$ cat config.mk
export PLATFORM = sky130hd
export DESIGN_NAME = mem_rr_arbiter
export DESIGN_NICKNAME = d
export VERILOG_FILES = /design/src/rtl/mem_rr_arbiter.sv
export SDC_FILE = /design/constraint.sdc
export NUM_CORES = 1
export LEC_CHECK = 0
export CORE_AREA = 2 2 353 355
export DETAILED_ROUTE_END_ITERATION = 8
export DIE_AREA = 0 0 355 357
export MAX_ROUTING_LAYER = met4
export PLACE_DENSITY = 0.33
export SLEW_MARGIN = 0
export SYNTH_ARGS = -nofsm -noshare
export SYNTH_HDL_FRONTEND = slang
export SYNTH_SLANG_ARGS = --single-unit
$ cat constraint.sdc
create_clock -name clk -period 3.9 [get_ports clk]
set_input_delay 0.78 -clock clk [delete_from_list [all_inputs] [get_ports clk]]
set_output_delay 0.78 -clock clk [all_outputs]
set_load 0.01 [all_outputs]
$ cat src/rtl/mem_rr_arbiter.sv
// mem_rr_arbiter: N-way round-robin arbiter in front of the single main-memory
// cache-line port. One transaction is outstanding at a time. The owner may kill
// its request; the memory side is then drained (no ack to the requester) until
// memory acks or a timeout forces the port back to idle.
//
// Ports
//   clk, rst          clock, synchronous active-high reset
//   req_i/kill_i      per-requester request (held until ack/kill) and abort
//   addr_i/wdata_i    flattened per-requester address / write line
//   wen_i             per-requester write enable
//   ack_o, rdata_o    one-cycle completion to the owner, read line with it
//   mem_*_o           registered request to memory, stable while mem_req_o
//   mem_ack_i/rdata_i memory completion and read line
//   busy_o            arbiter not idle
//   timeout_o         one-cycle pulse when a kill drain ends by timeout

// Per-requester slice: eligibility for arbitration and ack steering.
module mem_rr_arbiter_lane (
  input  logic req,
  input  logic kill,
  input  logic sel,
  input  logic fire,
  output logic elig,
  output logic ack
);
  assign elig = req & ~kill;
  assign ack  = sel & fire;
endmodule

module mem_rr_arbiter #(
  parameter int N_REQ       = 3,
  parameter int ADDR_W      = 32,
  parameter int DATA_W      = 128,
  parameter int TIMEOUT_CYC = 240
) (
  input  logic                     clk,
  input  logic                     rst,
  input  logic [N_REQ-1:0]         req_i,
  input  logic [N_REQ-1:0]         kill_i,
  input  logic [N_REQ*ADDR_W-1:0]  addr_i,
  input  logic [N_REQ*DATA_W-1:0]  wdata_i,
  input  logic [N_REQ-1:0]         wen_i,
  output logic [N_REQ-1:0]         ack_o,
  output logic [DATA_W-1:0]        rdata_o,
  output logic                     mem_req_o,
  output logic [ADDR_W-1:0]        mem_addr_o,
  output logic [DATA_W-1:0]        mem_wdata_o,
  output logic                     mem_wen_o,
  input  logic                     mem_ack_i,
  input  logic [DATA_W-1:0]        mem_rdata_i,
  output logic                     busy_o,
  output logic                     timeout_o
);

  localparam int OW = (N_REQ > 1) ? $clog2(N_REQ) : 1;
  localparam int TW = $clog2(TIMEOUT_CYC);

  typedef enum logic [1:0] {S_IDLE, S_BUSY, S_KILL} state_e;

  state_e              state_q, state_d;
  logic                mem_req_q, mem_req_d;
  logic [ADDR_W-1:0]   addr_q, addr_d;
  logic [DATA_W-1:0]   wdata_q, wdata_d;
  logic                wen_q, wen_d;
  logic [OW-1:0]       owner_q, owner_d;
  logic [OW-1:0]       last_q, last_d;
  logic [TW-1:0]       timer_q, timer_d;

  logic [N_REQ-1:0]              elig;
  logic [N_REQ-1:0][ADDR_W-1:0]  addr_arr;
  logic [N_REQ-1:0][DATA_W-1:0]  wdata_arr;
  logic                          win_vld;
  logic [OW-1:0]                 win_idx;
  logic [OW-1:0]                 cand;
  logic                          ack_fire;
  logic                          timer_hit;

  assign addr_arr  = addr_i;
  assign wdata_arr = wdata_i;

  // Completion towards the owner; reset suppresses any ack in flight.
  assign ack_fire  = ~rst & (state_q == S_BUSY) & mem_ack_i & ~kill_i[owner_q];
  assign timer_hit = (timer_q == TW'(TIMEOUT_CYC - 1));
  // A memory ack in the last drain cycle beats the timeout.
  assign timeout_o = ~rst & (state_q == S_KILL) & ~mem_ack_i & timer_hit;
  assign rdata_o   = ack_fire ? mem_rdata_i : '0;

  assign mem_req_o   = mem_req_q;
  assign mem_addr_o  = addr_q;
  assign mem_wdata_o = wdata_q;
  assign mem_wen_o   = wen_q;
  assign busy_o      = (state_q != S_IDLE);

  for (genvar r = 0; r < N_REQ; r++) begin : g_lane
    mem_rr_arbiter_lane u_lane (
      .req  (req_i[r]),
      .kill (kill_i[r]),
      .sel  (owner_q == OW'(r)),
      .fire (ack_fire),
      .elig (elig[r]),
      .ack  (ack_o[r])
    );
  end

  // Search starts one past the last winner and wraps mod N_REQ, so the modulo
  // is done on an int before narrowing (N_REQ need not be a power of two).
  always_comb begin
    win_vld = 1'b0;
    win_idx = '0;
    cand    = '0;
    for (int i = 1; i <= N_REQ; i++) begin
      cand = OW'((int'(last_q) + i) % N_REQ);
      if (!win_vld && elig[cand]) begin
        win_vld = 1'b1;
        win_idx = cand;
      end
    end
  end

  always_comb begin
    state_d   = state_q;
    mem_req_d = mem_req_q;
    addr_d    = addr_q;
    wdata_d   = wdata_q;
    wen_d     = wen_q;
    owner_d   = owner_q;
    last_d    = last_q;
    timer_d   = timer_q;
    unique case (state_q)
      S_IDLE: begin
        if (win_vld) begin
          state_d   = S_BUSY;
          mem_req_d = 1'b1;
          addr_d    = addr_arr[win_idx];
          wdata_d   = wdata_arr[win_idx];
          wen_d     = wen_i[win_idx];
          owner_d   = win_idx;
          last_d    = win_idx;
        end
      end
      S_BUSY: begin
        if (mem_ack_i) begin
          state_d   = S_IDLE;
          mem_req_d = 1'b0;
        end else if (kill_i[owner_q]) begin
          // Memory still owes us a response: keep the request up and drain.
          state_d = S_KILL;
          timer_d = '0;
        end
      end
      S_KILL: begin
        if (mem_ack_i || timer_hit) begin
          state_d   = S_IDLE;
          mem_req_d = 1'b0;
        end else begin
          timer_d = timer_q + TW'(1);
        end
      end
      default: begin
        state_d   = S_IDLE;
        mem_req_d = 1'b0;
      end
    endcase
  end

  always_ff @(posedge clk) begin
    if (rst) begin
      state_q   <= S_IDLE;
      mem_req_q <= 1'b0;
      addr_q    <= '0;
      wdata_q   <= '0;
      wen_q     <= 1'b0;
      owner_q   <= '0;
      last_q    <= OW'(N_REQ - 1);
      timer_q   <= '0;
    end else begin
      state_q   <= state_d;
      mem_req_q <= mem_req_d;
      addr_q    <= addr_d;
      wdata_q   <= wdata_d;
      wen_q     <= wen_d;
      owner_q   <= owner_d;
      last_q    <= last_d;
      timer_q   <= timer_d;
    end
  end

endmodule

==> run summary <==
H-tree depth: 4
Min-Delay Path Class: reg2reg
Aggregate global-route resource usage: 23.70%
Kind of cell adding the most delay to the critical path: buffers and inverters
Static leakage: 9.395 nW
R2R setup slack: 0.76 ns
DR vias: 25390
Final Cell Area: 30900 um2
Setup violators final: 0
Wire per inst: 29.92 um
TritonCTS buffer count: 17
PD cells: 503.4 nW/um2
Design Power: 0.01555 W
CP startpoint: kill_i[0]
Nets@finish: 4020
Measured slew at the worst slew-check pin: 1.069 ns
Worst setup endpoint: rdata_o[82]
Vias per cell: 4.982
Num ports: 915
Yosys top cell area share: 18.67%
DR iter-0 viols: 1954
Slowest Stage Delay on Critical Path: 0.55 ns
Mapped Cells: 2717
Detailed Routing Iterations Pass 1: 5
Final setup TNS: 0 ns
Syn nets: 3342
Status: completed
Maximum vdd drop: 0.6167 mV
Crit path DAT: 3.10 ns
Number of synthesized flops with an enable pin: 0
Fraction of registers with async set/reset: 0%
Layout cells sized above 1: 4.935%
First-pass GRT wire length: 210900 um
WL final: 152500 um
Pin count of the biggest net entering global routing: 147
# rows: 129
Register area share after synthesis: 18.67%
Post-layout min period: 3.880 ns
Fillers: 13540
# DRC: 0
Post-route ant nets: 0
Core Area: 123000 um2
Synth cell types: 46
Width of the die: 355 um
Sequential cell area: 3503 um2
Startpoint Class: input pin
Setup WS post-layout: 0.02001 ns
Clock Skews: 0.02370 ns
Bufs on Longest Clock Path: 2
Post-Place Worst Slack: -0.01347 ns
Total die area: 126700 um2
Initial antenna violation count: 58
Max_slew headroom: 28.71%
Reg2reg end: mem_wdata_o[76]$_SDFFE_PP0P_
Synthesized flop and latch total: 175
Fin. Hold Viols: 0
Synth warnings: 0
Clk root buf: clkbuf_16
Max-Cap Viols: 0
Crit share post-route: 99.49%
Worst Path Buf+Inv: 5
Post-synth top flop: dfxtp_1
Final-report max-slew violation count: 0
Total clock sinks: 175
Synth top cells by count: clkbuf_1 (325), nand3_1 (325), nand2b_1 (324)
WS Path Type: in2out
Crit-path most repeated cell: clkdlybuf4s50_1
Worst-skew pair later-pin latency: 0.55 ns
CP required: 3.12 ns
Worst path cell trace: clkdlybuf4s50_1, mux2i_1, buf_4, o2111ai_1, nor3_2, buf_6, buf_16, and2_1, clkdlybuf4s50_1
Clk slew on worst S/H paths: 0.08 ns
Vias in the first global route: 24820
CP endpoint kind: primary output
Area grow syn2layout: 64.69%
Post-CTS Setup Inserts: 0
Worst r2r src: last_q[1]$_SDFFE_PP1P_
Multi-input logic area: 13930 um2
Ranking of synthesized cells by area: dfxtp_1 (19%), nand2b_1 (11%), a31oi_1 (11%), nand3_1 (8.7%), o41ai_1 (7.5%)
Slowest stage cell, crit path: clkdlybuf4s50_1
Port Buf Inserts: 914
Gr ovfl total: 0
Max frequency: 0.2577 GHz
Worst path depth: 9
CTS tree: yes
FF-to-FF path depth: 9
Die Height: 357 um
Placement Cell Area: 30230 um2
RSZ-0062 raised after global routing: yes
Synth Cell Area: 18760 um2
Gpl congestion: 0.9532
Dpl hpwl: 107800 um
Maximum net fanout on the critical path: 45
Post-synth top area cell: dfxtp_1
Initial Utilization: 15.25%
Syn avg cell area: 6.905 um2
[flip-flops by register name, summed over array words and instances (netlist names)]
signal / count
last_q: 1
mem_req_o: 1
timer_q: 8
mem_wdata_o: 128
mem_addr_o: 32
owner_q: 2
state_q: 2
mem_wen_o: 1
[placed cells by master, fill, tap and decap left out, drive strengths merged, types with 22 or more instances in the layout]
cell type and count:
nor2b 161, nor3 169, nand3 325, a211oi 162, dfxtp 175, diode 56
clkdlybuf4s50 894, clkbuf 22, o41ai 161, nand3b 162, and2 130, nand2b 324
a31oi 323, nand4 163, buf 123
[how the worst min path moves through the flow]
stage	endpoint	start	slack (ns)	cells past startpoint
2_1_floorplan	timer_q[3]$_SDFFE_PP0P_	timer_q[3]$_SDFFE_PP0P_	0.49	2
3_3_place_gp	mem_req_o$_SDFFE_PP0P_	mem_req_o$_SDFFE_PP0P_	0.51	2
3_5_place_dp	mem_req_o$_SDFFE_PP0P_	mem_req_o$_SDFFE_PP0P_	0.52	2
4_1_cts	mem_req_o$_SDFFE_PP0P_	mem_req_o$_SDFFE_PP0P_	0.54	2
5_1_grt	mem_req_o$_SDFFE_PP0P_	mem_req_o$_SDFFE_PP0P_	0.57	2
6_report	mem_req_o$_SDFFE_PP0P_	mem_req_o$_SDFFE_PP0P_	0.53	2
[area by class of cell]
class / count / area share [%]
Sequential cell: 175 / 11.34
Timing Repair Buffer: 1036 / 34.78
Clock inverter: 6 / 0.2106
Clock buffer: 22 / 1.470
Antenna cell: 56 / 0.4535
Multi-Input combinational cell: 2161 / 45.07
Tap cell: 1637 / 6.629
Inverter: 4 / 0.04859
[report_power, final]
| group | total (W) | internal [W] | leakage (nW) | switching (W) |
|---|---|---|---|---|
| clock | 0.00190 | 0.000882 | 0.240 | 0.00101 |
| combinational | 0.0111 | 0.00401 | 7.72 | 0.00711 |
| sequential | 0.00254 | 0.00223 | 1.44 | 0.000305 |
[metrics by stage]
stage / instances / utilization [%] / hold slack [ns]
4_1_cts: 5041 / 24.99 / 0.5358
3_3_place_gp: 5013 / 24.58 / 0.5141
3_5_place_dp: 5013 / 24.58 / 0.5220
6_report: 5097 / 25.12 / 0.5258
5_1_grt: 5089 / 25.11 / 0.5674
2_1_floorplan: 2717 / - / 0.4939
[tightest hold or removal path, cell delays in order, from the launching register on]
cell	delay [ns]
dfxtp_1	0.32
a21oi_1	0.11
a211oi_1	0.06
[what timing repair did]
item                                    CTS  global route
endpoints found under the setup margin   34             9
hold buffers                              0             0
cloned                                    0             0
resized for setup                        15             7
[layer usage]
| metal | wire, um | vias to the layer above | share of wire (%) | track usage, % |
|---|---|---|---|---|
| met5 | 0 | - | 0 | - |
| met4 | 1679 | 0 | 1.1 | 3.415 |
| met3 | 11680 | 56 | 7.7 | 6.883 |
| met2 | 68220 | 950 | 45 | 36.15 |
| met1 | 70920 | 12550 | 47 | 31.44 |
| li1 | - | 11840 | - | - |
[cell families (layout without fill, tap and decap cells)]
family	after synthesis	in the layout	share of synthesized area [%]
and+or+nand+nor	1478	1478	46.97
AOI/OAI and AO/OA	669	669	25.73
buffers and inverters	381	1068	7.863
DFF	175	175	18.67
xor gates and xnor gates	7	7	0.3268
adders and majority gates	5	5	0.3334
muxes	2	2	0.1067
other	0	56	0
No activity file was read; power rests on OpenSTA's default activity.
